===== src/rtl/stream_demux_pkg.sv =====
// Shared types and helpers for the packet-aware 1-to-2 stream demultiplexer.
package stream_demux_pkg;

    typedef enum logic [1:0] {
        IDLE,
        PKT0,
        PKT1
    } route_state_t;

    localparam logic ROUTE_0 = 1'b0;
    localparam logic ROUTE_1 = 1'b1;

    // Mid-packet state that keeps the chosen route locked.
    function automatic route_state_t pkt_state(input logic route);
        return (route == ROUTE_1) ? PKT1 : PKT0;
    endfunction

endpackage


===== src/rtl/stream_reg_slice.sv =====
// One-entry valid/ready register: accepts a new entry while its current one drains.
module stream_reg_slice #(
    parameter int unsigned W = 9
) (
    input  logic         clk,
    input  logic         reset,
    input  logic         s_valid,
    output logic         s_ready,
    input  logic [W-1:0] s_data,
    output logic         m_valid,
    input  logic         m_ready,
    output logic [W-1:0] m_data
);

    assign s_ready = !m_valid || m_ready;

    // Payload only changes on a load, so it stays stable while stalled.
    always_ff @(posedge clk) begin
        if (reset) begin
            m_valid <= 1'b0;
            m_data  <= '0;
        end else if (s_valid && s_ready) begin
            m_valid <= 1'b1;
            m_data  <= s_data;
        end else if (m_ready) begin
            m_valid <= 1'b0;
        end
    end

endmodule


===== src/rtl/stream_demux_1x2.sv =====
// Packet-aware 1-to-2 stream demultiplexer: route chosen on a packet's first beat
// and held until its last beat; one registered slot and a delivered-beat counter per output.
module stream_demux_1x2
    import stream_demux_pkg::*;
#(
    parameter int unsigned WIDTH = 8,
    parameter int unsigned CNT_W = 16
) (
    input  logic             clk,
    input  logic             reset,
    input  logic [WIDTH-1:0] in_data,
    input  logic             in_sel,
    input  logic             in_last,
    input  logic             in_valid,
    output logic             in_ready,
    output logic [WIDTH-1:0] out0_data,
    output logic             out0_last,
    output logic             out0_valid,
    input  logic             out0_ready,
    output logic [WIDTH-1:0] out1_data,
    output logic             out1_last,
    output logic             out1_valid,
    input  logic             out1_ready,
    output logic [CNT_W-1:0] cnt0,
    output logic [CNT_W-1:0] cnt1
);

    localparam int unsigned SLOT_W = WIDTH + 1;

    route_state_t      state;
    route_state_t      state_nxt;
    logic              route;
    logic [1:0]        slot_ready;
    logic [1:0]        load;
    logic [SLOT_W-1:0] slot0_q;
    logic [SLOT_W-1:0] slot1_q;

    always_ff @(posedge clk) begin
        if (reset) begin
            state <= IDLE;
        end else begin
            state <= state_nxt;
        end
    end

    // Route selection, input backpressure and packet tracking.
    always_comb begin
        state_nxt = state;
        route     = ROUTE_0;
        load      = 2'b00;
        unique case (state)
            IDLE:    route = in_sel;
            PKT0:    route = ROUTE_0;
            PKT1:    route = ROUTE_1;
            default: route = ROUTE_0;
        endcase
        in_ready = slot_ready[route];
        load[0]  = in_valid && (route == ROUTE_0);
        load[1]  = in_valid && (route == ROUTE_1);
        if (in_valid && in_ready) begin
            state_nxt = in_last ? IDLE : pkt_state(route);
        end
    end

    stream_reg_slice #(.W(SLOT_W)) u_slot0 (
        .clk     (clk),
        .reset   (reset),
        .s_valid (load[0]),
        .s_ready (slot_ready[0]),
        .s_data  ({in_last, in_data}),
        .m_valid (out0_valid),
        .m_ready (out0_ready),
        .m_data  (slot0_q)
    );

    stream_reg_slice #(.W(SLOT_W)) u_slot1 (
        .clk     (clk),
        .reset   (reset),
        .s_valid (load[1]),
        .s_ready (slot_ready[1]),
        .s_data  ({in_last, in_data}),
        .m_valid (out1_valid),
        .m_ready (out1_ready),
        .m_data  (slot1_q)
    );

    assign {out0_last, out0_data} = slot0_q;
    assign {out1_last, out1_data} = slot1_q;

    // Delivered-beat counters wrap naturally at their width.
    always_ff @(posedge clk) begin
        if (reset) begin
            cnt0 <= '0;
            cnt1 <= '0;
        end else begin
            if (out0_valid && out0_ready) cnt0 <= cnt0 + CNT_W'(1);
            if (out1_valid && out1_ready) cnt1 <= cnt1 + CNT_W'(1);
        end
    end

endmodule


===== config.mk =====
export PLATFORM = sky130hd
export DESIGN_NAME = stream_demux_1x2
export DESIGN_NICKNAME = d
export VERILOG_FILES = /design/src/rtl/stream_demux_pkg.sv /design/src/rtl/stream_reg_slice.sv /design/src/rtl/stream_demux_1x2.sv
export SDC_FILE = /design/constraint.sdc
export NUM_CORES = 1
export LEC_CHECK = 0
export CAP_MARGIN = 40
export CELL_PAD_IN_SITES_DETAIL_PLACEMENT = 0
export CELL_PAD_IN_SITES_GLOBAL_PLACEMENT = 1
export CORE_MARGIN = 3
export CORE_UTILIZATION = 37
export CTS_CLUSTER_DIAMETER = 150
export DETAILED_ROUTE_END_ITERATION = 7
export PLACE_DENSITY = 0.93
export SLEW_MARGIN = 20
export SYNTH_ARGS = -nofsm -noshare
export SYNTH_HDL_FRONTEND = slang
export SYNTH_SLANG_ARGS = --single-unit

===== constraint.sdc =====
create_clock -name clk -period 3.7 [get_ports clk]
set_input_delay 0.555 -clock clk [delete_from_list [all_inputs] [get_ports clk]]
set_output_delay 0.555 -clock clk [all_outputs]
set_load 0.005 [all_outputs]

==> results.json, run 1 <==
{
  "drt_pre_antenna_iters": 4,
  "drive_above_1_share_pct": 6.25,
  "synth_fa_ha_area_share_pct": 1.12,
  "synth_flop_cell": "dfxtp_1",
  "synth_xor_area_share_pct": 7.82,
  "endpoint_kind": "output pin",
  "p_leak_uw": 0.00117,
  "ant_nets": 0,
  "startpoint_type": "input port",
  "cts_resized": 0,
  "criticalPathCategory": "input port to output pin",
  "yosysSeqAreaShare_pct": 48.2,
  "antenna_found_initial": 0,
  "wirelength_mm": 4.85,
  "dieArea_um2": 7030,
  "io_buffers": 67,
  "finalPower_uw": 1040,
  "yosys.area.top_type": "dfxtp_1",
  "grt_pass1_vias": 1868,
  "fin_crit_ps": 2570,
  "synth.area.top_cells": "dfxtp_1 48%, xor2_1 7.8%, mux2i_1 7.1%",
  "place.gp.congestion": 0.705,
  "hold_viol": 0,
  "maxSlewViolCount": 0,
  "synth_top_area_share_pct": 48.2,
  "die_w_um": 83.8,
  "fill_cells": 530,
  "areaGrowthSynthToFinish_pct": 36.5,
  "path_clk_slew_ps": 110,
  "ctsHoldBuffers": 0,
  "cts.path.max_buffers": 2,
  "ys_seq_elements": 54,
  "cp_data_arrival_time_ps": 2020,
  "cts_root_buf": "clkbuf_8",
  "tightest_slew_ps": 603,
  "via_count": 1903,
  "crit_fanout": 6,
  "syn_inst": 240,
  "setup-violations-final": 0,
  "rsz0062_at_grt": "false",
  "h-tree-depth": 2,
  "rows": 27,
  "drcViolationCount": 0,
  "track_usage_pct": 14.6,
  "post_cts.repair.setup_buffers": 0,
  "grt_max_degree": 42,
  "stdcell_area_um2": 3060,
  "yosys_warnings": 0,
  "seqCellArea_um2": 1080,
  "clk_latency_ps": 310,
  "cts_sinks": 54,
  "syn_avg_cell_area_um2": 9.34,
  "synth_simple_gate_area_share_pct": 25.1,
  "finClkSkew_ps": 13.5,
  "synthMuxAreaShare_pct": 8.15,
  "hp-class": "flip-flop to flip-flop",
  "maxSlewHeadroom_pct": 59.7,
  "synth_area_um2": 2240,
  "viasPerCell": 5.06,
  "synth_compound_area_share_pct": 6.48,
  "synth.most_common_cell": "dfxtp_1",
  "multi_input_area_um2": 1090,
  "worstPathRequired_ps": 3140,
  "status": "finished clean",
  "synth_top_family_by_area": "simple AND/OR/NAND/NOR gates",
  "mappedNetlistNets": 257,
  "peakVddDrop_uv": 160,
  "hpwl_mm": 3.54,
  "boundaryPins": 68,
  "drt-wirelength-per-cell_um": 12.9,
  "grt_pass1_wl_mm": 8.56,
  "power.density_nw_per_um2": 341,
  "cts_tree": "done",
  "synthTopCellsByCount": "54 x dfxtp_1, 38 x nor2_1, 20 x xor2_1",
  "drt_iter0_drc": 87,
  "die_y_um": 83.8,
  "core-area_um2": 5680,
  "dpl_cell_area_um2": 2960,
  "tns_ps": 0,
  "diodes": 0,
  "ys_async_sr_fraction_pct": 0,
  "numCtsBuffers": 5,
  "drv_cap": 0,
  "grt_overflow": 0,
  "synth_edf_count": 0,
  "max_clock_freq_ghz": 0.389,
  "nets": 320,
  "post-route-period-util_pct": 69.5,
  "floorplan.initialDensity_pct": 39.5,
  "synth_cell_type_count": 33
}
==> through the flow <==
step | setup WS [ps] | hold WS (ps) | util, % | instances
6_report | 1130 | 472 | 53.9 | 376
5_1_grt | 1060 | 516 | 53.9 | 376
4_1_cts | 1110 | 477 | 53.9 | 376
3_5_place_dp | 1120 | 461 | 52.2 | 368
3_3_place_gp | 1130 | 441 | 51.9 | 367
2_1_floorplan | 2100 | 431 | - | 240
==> critical path, cell delays in order <==
cell and delay [ps]:
clkdlybuf4s50_1 490, nand2b_1 240, mux2_2 290, clkdlybuf4s50_1 440
==> cells by family after synthesis <==
logic type	after synthesis
muxes	18
adders and majority gates	2
xor gates and xnor gates	20
DFF	54
buffers and inverters	15
and+or+nand+nor	104
AOI/OAI and AO/OA	27
==> cell usage in the layout (no fill, tap or decap), drive strengths merged, types with 4 or more instances in the layout <==
cell type | Yosys | layout
a21oi | 15 | 15
and2 | 4 | 4
and4 | 6 | 6
clkbuf | 7 | 5
clkdlybuf4s50 | 0 | 66
dfxtp | 54 | 54
mux2i | 16 | 16
nand2 | 10 | 10
nand3 | 16 | 16
nand4 | 11 | 11
nor2 | 38 | 38
o21ai | 8 | 8
or3 | 9 | 9
xor2 | 20 | 20
==> routing by layer <==
metal,up-vias,GRT usage (%),part of all wire [%]
met5,-,0,0
met4,0,5.41,0.95
met3,4,5.03,5.7
met2,43,23.0,46
met1,893,18.5,47
li1,963,-,-
==> state kept, by name, summed over array words and instances (netlist names) <==
| signal | count |
|---|---|
| cnt1 | 16 |
| u_slot1.m_data | 9 |
| u_slot1.m_valid | 1 |
| u_slot0.m_data | 9 |
| u_slot0.m_valid | 1 |
| cnt0 | 16 |
| state | 2 |
==> report_power, final <==
part,internal [uW],total (uW),switching (uW)
logic,59.0,101,42.2
registers,596,607,10.3
clock network,137,336,199
total,792,1040,251
==> worst paths after layout <==
path | from | to | slack (ps) | depth (start not counted)
max | out1_ready | in_ready | 1130 | 4
min | state[0] | state[0] | 470 | 2
max reg2reg | state[1] | u_slot0.m_data[8] | 1910 | 5
min reg2reg | state[0] | state[0] | 470 | 2
==> cell type report <==
class	instances	area share, %
timing repair buffer	69	22.7
sequential	54	35.4
inverter	2	0.245
multi-input combinational	171	35.7
tap	72	2.95
clock inverter	3	0.859
clock buffer	5	2.25
No activity file was read; power rests on OpenSTA's default activity.
==> run 2: changes to the inputs <==
--- a/config.mk
+++ b/config.mk
@@ -9,10 +9,10 @@
 export CELL_PAD_IN_SITES_DETAIL_PLACEMENT = 0
 export CELL_PAD_IN_SITES_GLOBAL_PLACEMENT = 1
 export CORE_MARGIN = 3
-export CORE_UTILIZATION = 37
+export CORE_UTILIZATION = 34
 export CTS_CLUSTER_DIAMETER = 150
 export DETAILED_ROUTE_END_ITERATION = 7
-export PLACE_DENSITY = 0.93
+export PLACE_DENSITY = 0.87
 export SLEW_MARGIN = 20
 export SYNTH_ARGS = -nofsm -noshare
 export SYNTH_HDL_FRONTEND = slang
==> constraint.sdc (replaced) <==
create_clock -name clk -period 2.68 [get_ports clk]
set_input_delay 0.402 -clock clk [delete_from_list [all_inputs] [get_ports clk]]
set_output_delay 0.402 -clock clk [all_outputs]
set_load 0.005 [all_outputs]
==> results.json, run 2 (synthesis gave the netlist of run 1 again) <==
{
  "worstHoldStart": "state[0]",
  "dp_slack_ps": 422,
  "grt_overflow": 0,
  "cts_root_buf": "clkbuf_8",
  "core-area_um2": 6170,
  "switching_power_uw": 334,
  "nets": 320,
  "drt_iter0_drc": 62,
  "ctsHoldBuffers": 0,
  "power.density_nw_per_um2": 494,
  "io_buffers": 67,
  "finClkSkew_ps": 8.44,
  "max_clock_freq_ghz": 0.439,
  "post-route-period-util_pct": 84.9,
  "gr-usage-met3_pct": 4.16,
  "ant_nets": 0,
  "fin_crit_ps": 2280,
  "mostFrequentLayoutCell": "clkdlybuf4s50_1",
  "top_regs": "cnt0: 16 flops, cnt1: 16 flops",
  "path_clk_slew_ps": 100,
  "seqCellArea_um2": 1080,
  "hp-class": "flip-flop to flip-flop",
  "whs_path_depth": 2,
  "grt_pass1_wl_mm": 8.50,
  "rr_endpoint": "cnt1[10]",
  "via_count": 1899,
  "numCtsBuffers": 5,
  "fill_cells": 599,
  "layout_setup_ws_ps": 404,
  "mostFrequentLayoutCells": "66 x clkdlybuf4s50_1, 54 x dfxtp_1, 38 x nor2_1",
  "cts_sinks": 54,
  "p_clk_share_pct": 35.5,
  "cts_tree": "done",
  "cts.path.max_buffers": 2,
  "peakVddDrop_uv": 384,
  "hpwl_mm": 3.50,
  "drcViolationCount": 0,
  "boundaryPins": 68,
  "dieArea_um2": 7600,
  "die_w_um": 87.2,
  "rsz0062_at_grt": "false",
  "areaGrowthSynthToFinish_pct": 36.7,
  "place.gp.congestion": 0.734,
  "die_y_um": 87.2,
  "r2r_cells": 4,
  "endpoint_kind": "output pin",
  "h-tree-depth": 2,
  "rr_startpoint": "u_slot1.m_valid",
  "diodes": 0,
  "use_met1_pct": 17.8,
  "multi_input_area_um2": 1090,
  "track_usage_pct": 13.6,
  "grt_pass1_vias": 1861,
  "tns_ps": 0,
  "drt_pre_antenna_iters": 4,
  "grt_most_used_layer": "met2",
  "drive_above_1_share_pct": 6.25,
  "drt-wirelength-per-cell_um": 12.9,
  "drv_cap": 0,
  "hold_viol": 0,
  "power.internal_uw": 1180,
  "antenna_found_initial": 0,
  "grt_max_degree": 40,
  "viasPerCell": 5.01,
  "criticalPathCategory": "input port to output pin",
  "use_met2_pct": 21.7,
  "cts_resized": 0,
  "pwr-share-seq_pct": 55.4,
  "startpoint_type": "input port",
  "crit_start": "out1_ready",
  "ff2ff_setup_slack_ps": 1000,
  "wirelength_mm": 4.88,
  "rows": 28,
  "swShare_pct": 22.1,
  "cp_data_arrival_time_ps": 1870,
  "endpoint": "in_ready",
  "crit_fanout": 6,
  "maxSlewHeadroom_pct": 51.8,
  "tightest_slew_ps": 722,
  "maxSlewViolCount": 0,
  "p_leak_uw": 0.00117,
  "status": "finished clean",
  "clk_latency_ps": 300,
  "floorplan.initialDensity_pct": 36.3,
  "setup-violations-final": 0,
  "worstPathRequired_ps": 2280,
  "pwr-share-comb_pct": 9.1,
  "post_cts.repair.setup_buffers": 0
}
## run 2: changes by cell type in the layout (fill, tap and decap cells not counted), sizes merged
cell / change
bufinv: +1
clkinv: -1
## run 2: per-stage QoR
step / area [um2] / util (%) / power, uW / hold WS [ps] / instances
2_1_floorplan: 2240 / - / 917 / 431 / 240
3_3_place_gp: 2950 / 47.9 / 994 / 450 / 371
3_5_place_dp: 2950 / 47.9 / 995 / 454 / 371
4_1_cts: 3060 / 49.7 / 1540 / 470 / 379
5_1_grt: 3060 / 49.7 / 1580 / 513 / 379
6_report: 3060 / 49.7 / 1510 / 471 / 379
## run 2: worst max-delay path, cell delays in order
cell             delay, ps
clkdlybuf4s50_1        490
nand2b_1               240
mux2_2                 290
clkdlybuf4s50_1        450
## run 2: final cells by class
type | instances | share of cell area [%]
inverter | 2 | 0.245
timing repair buffer | 69 | 22.2
clock inverter | 3 | 1.31
sequential | 54 | 35.3
tap | 75 | 3.06
multi-input combinational | 171 | 35.6
clock buffer | 5 | 2.25
## run 2: how the worst min path moves through the flow
stage               end  slack [ps]
2_1_floorplan  state[0]         430
3_3_place_gp   state[0]         450
3_5_place_dp   state[0]         450
4_1_cts        state[0]         470
5_1_grt        state[0]         510
6_report       state[0]         470
## run 2: power groups by stage
stage               clock network [uW]  registers [uW]  logic (uW)
floorplan                            0             856        60.4
global placement                     0             856         138
detailed placement                   0             856         139
CTS                                560             838         140
global route                       586             841         152
finish                             537             838         138
## run 2: layer usage
metal,wire length (um),share of wire (%),vias to the layer above
met3,331,6.8,2
met1,2300,47,888
met4,39,0.80,0
li1,-,-,960
met5,0,0,-
met2,2210,45,49
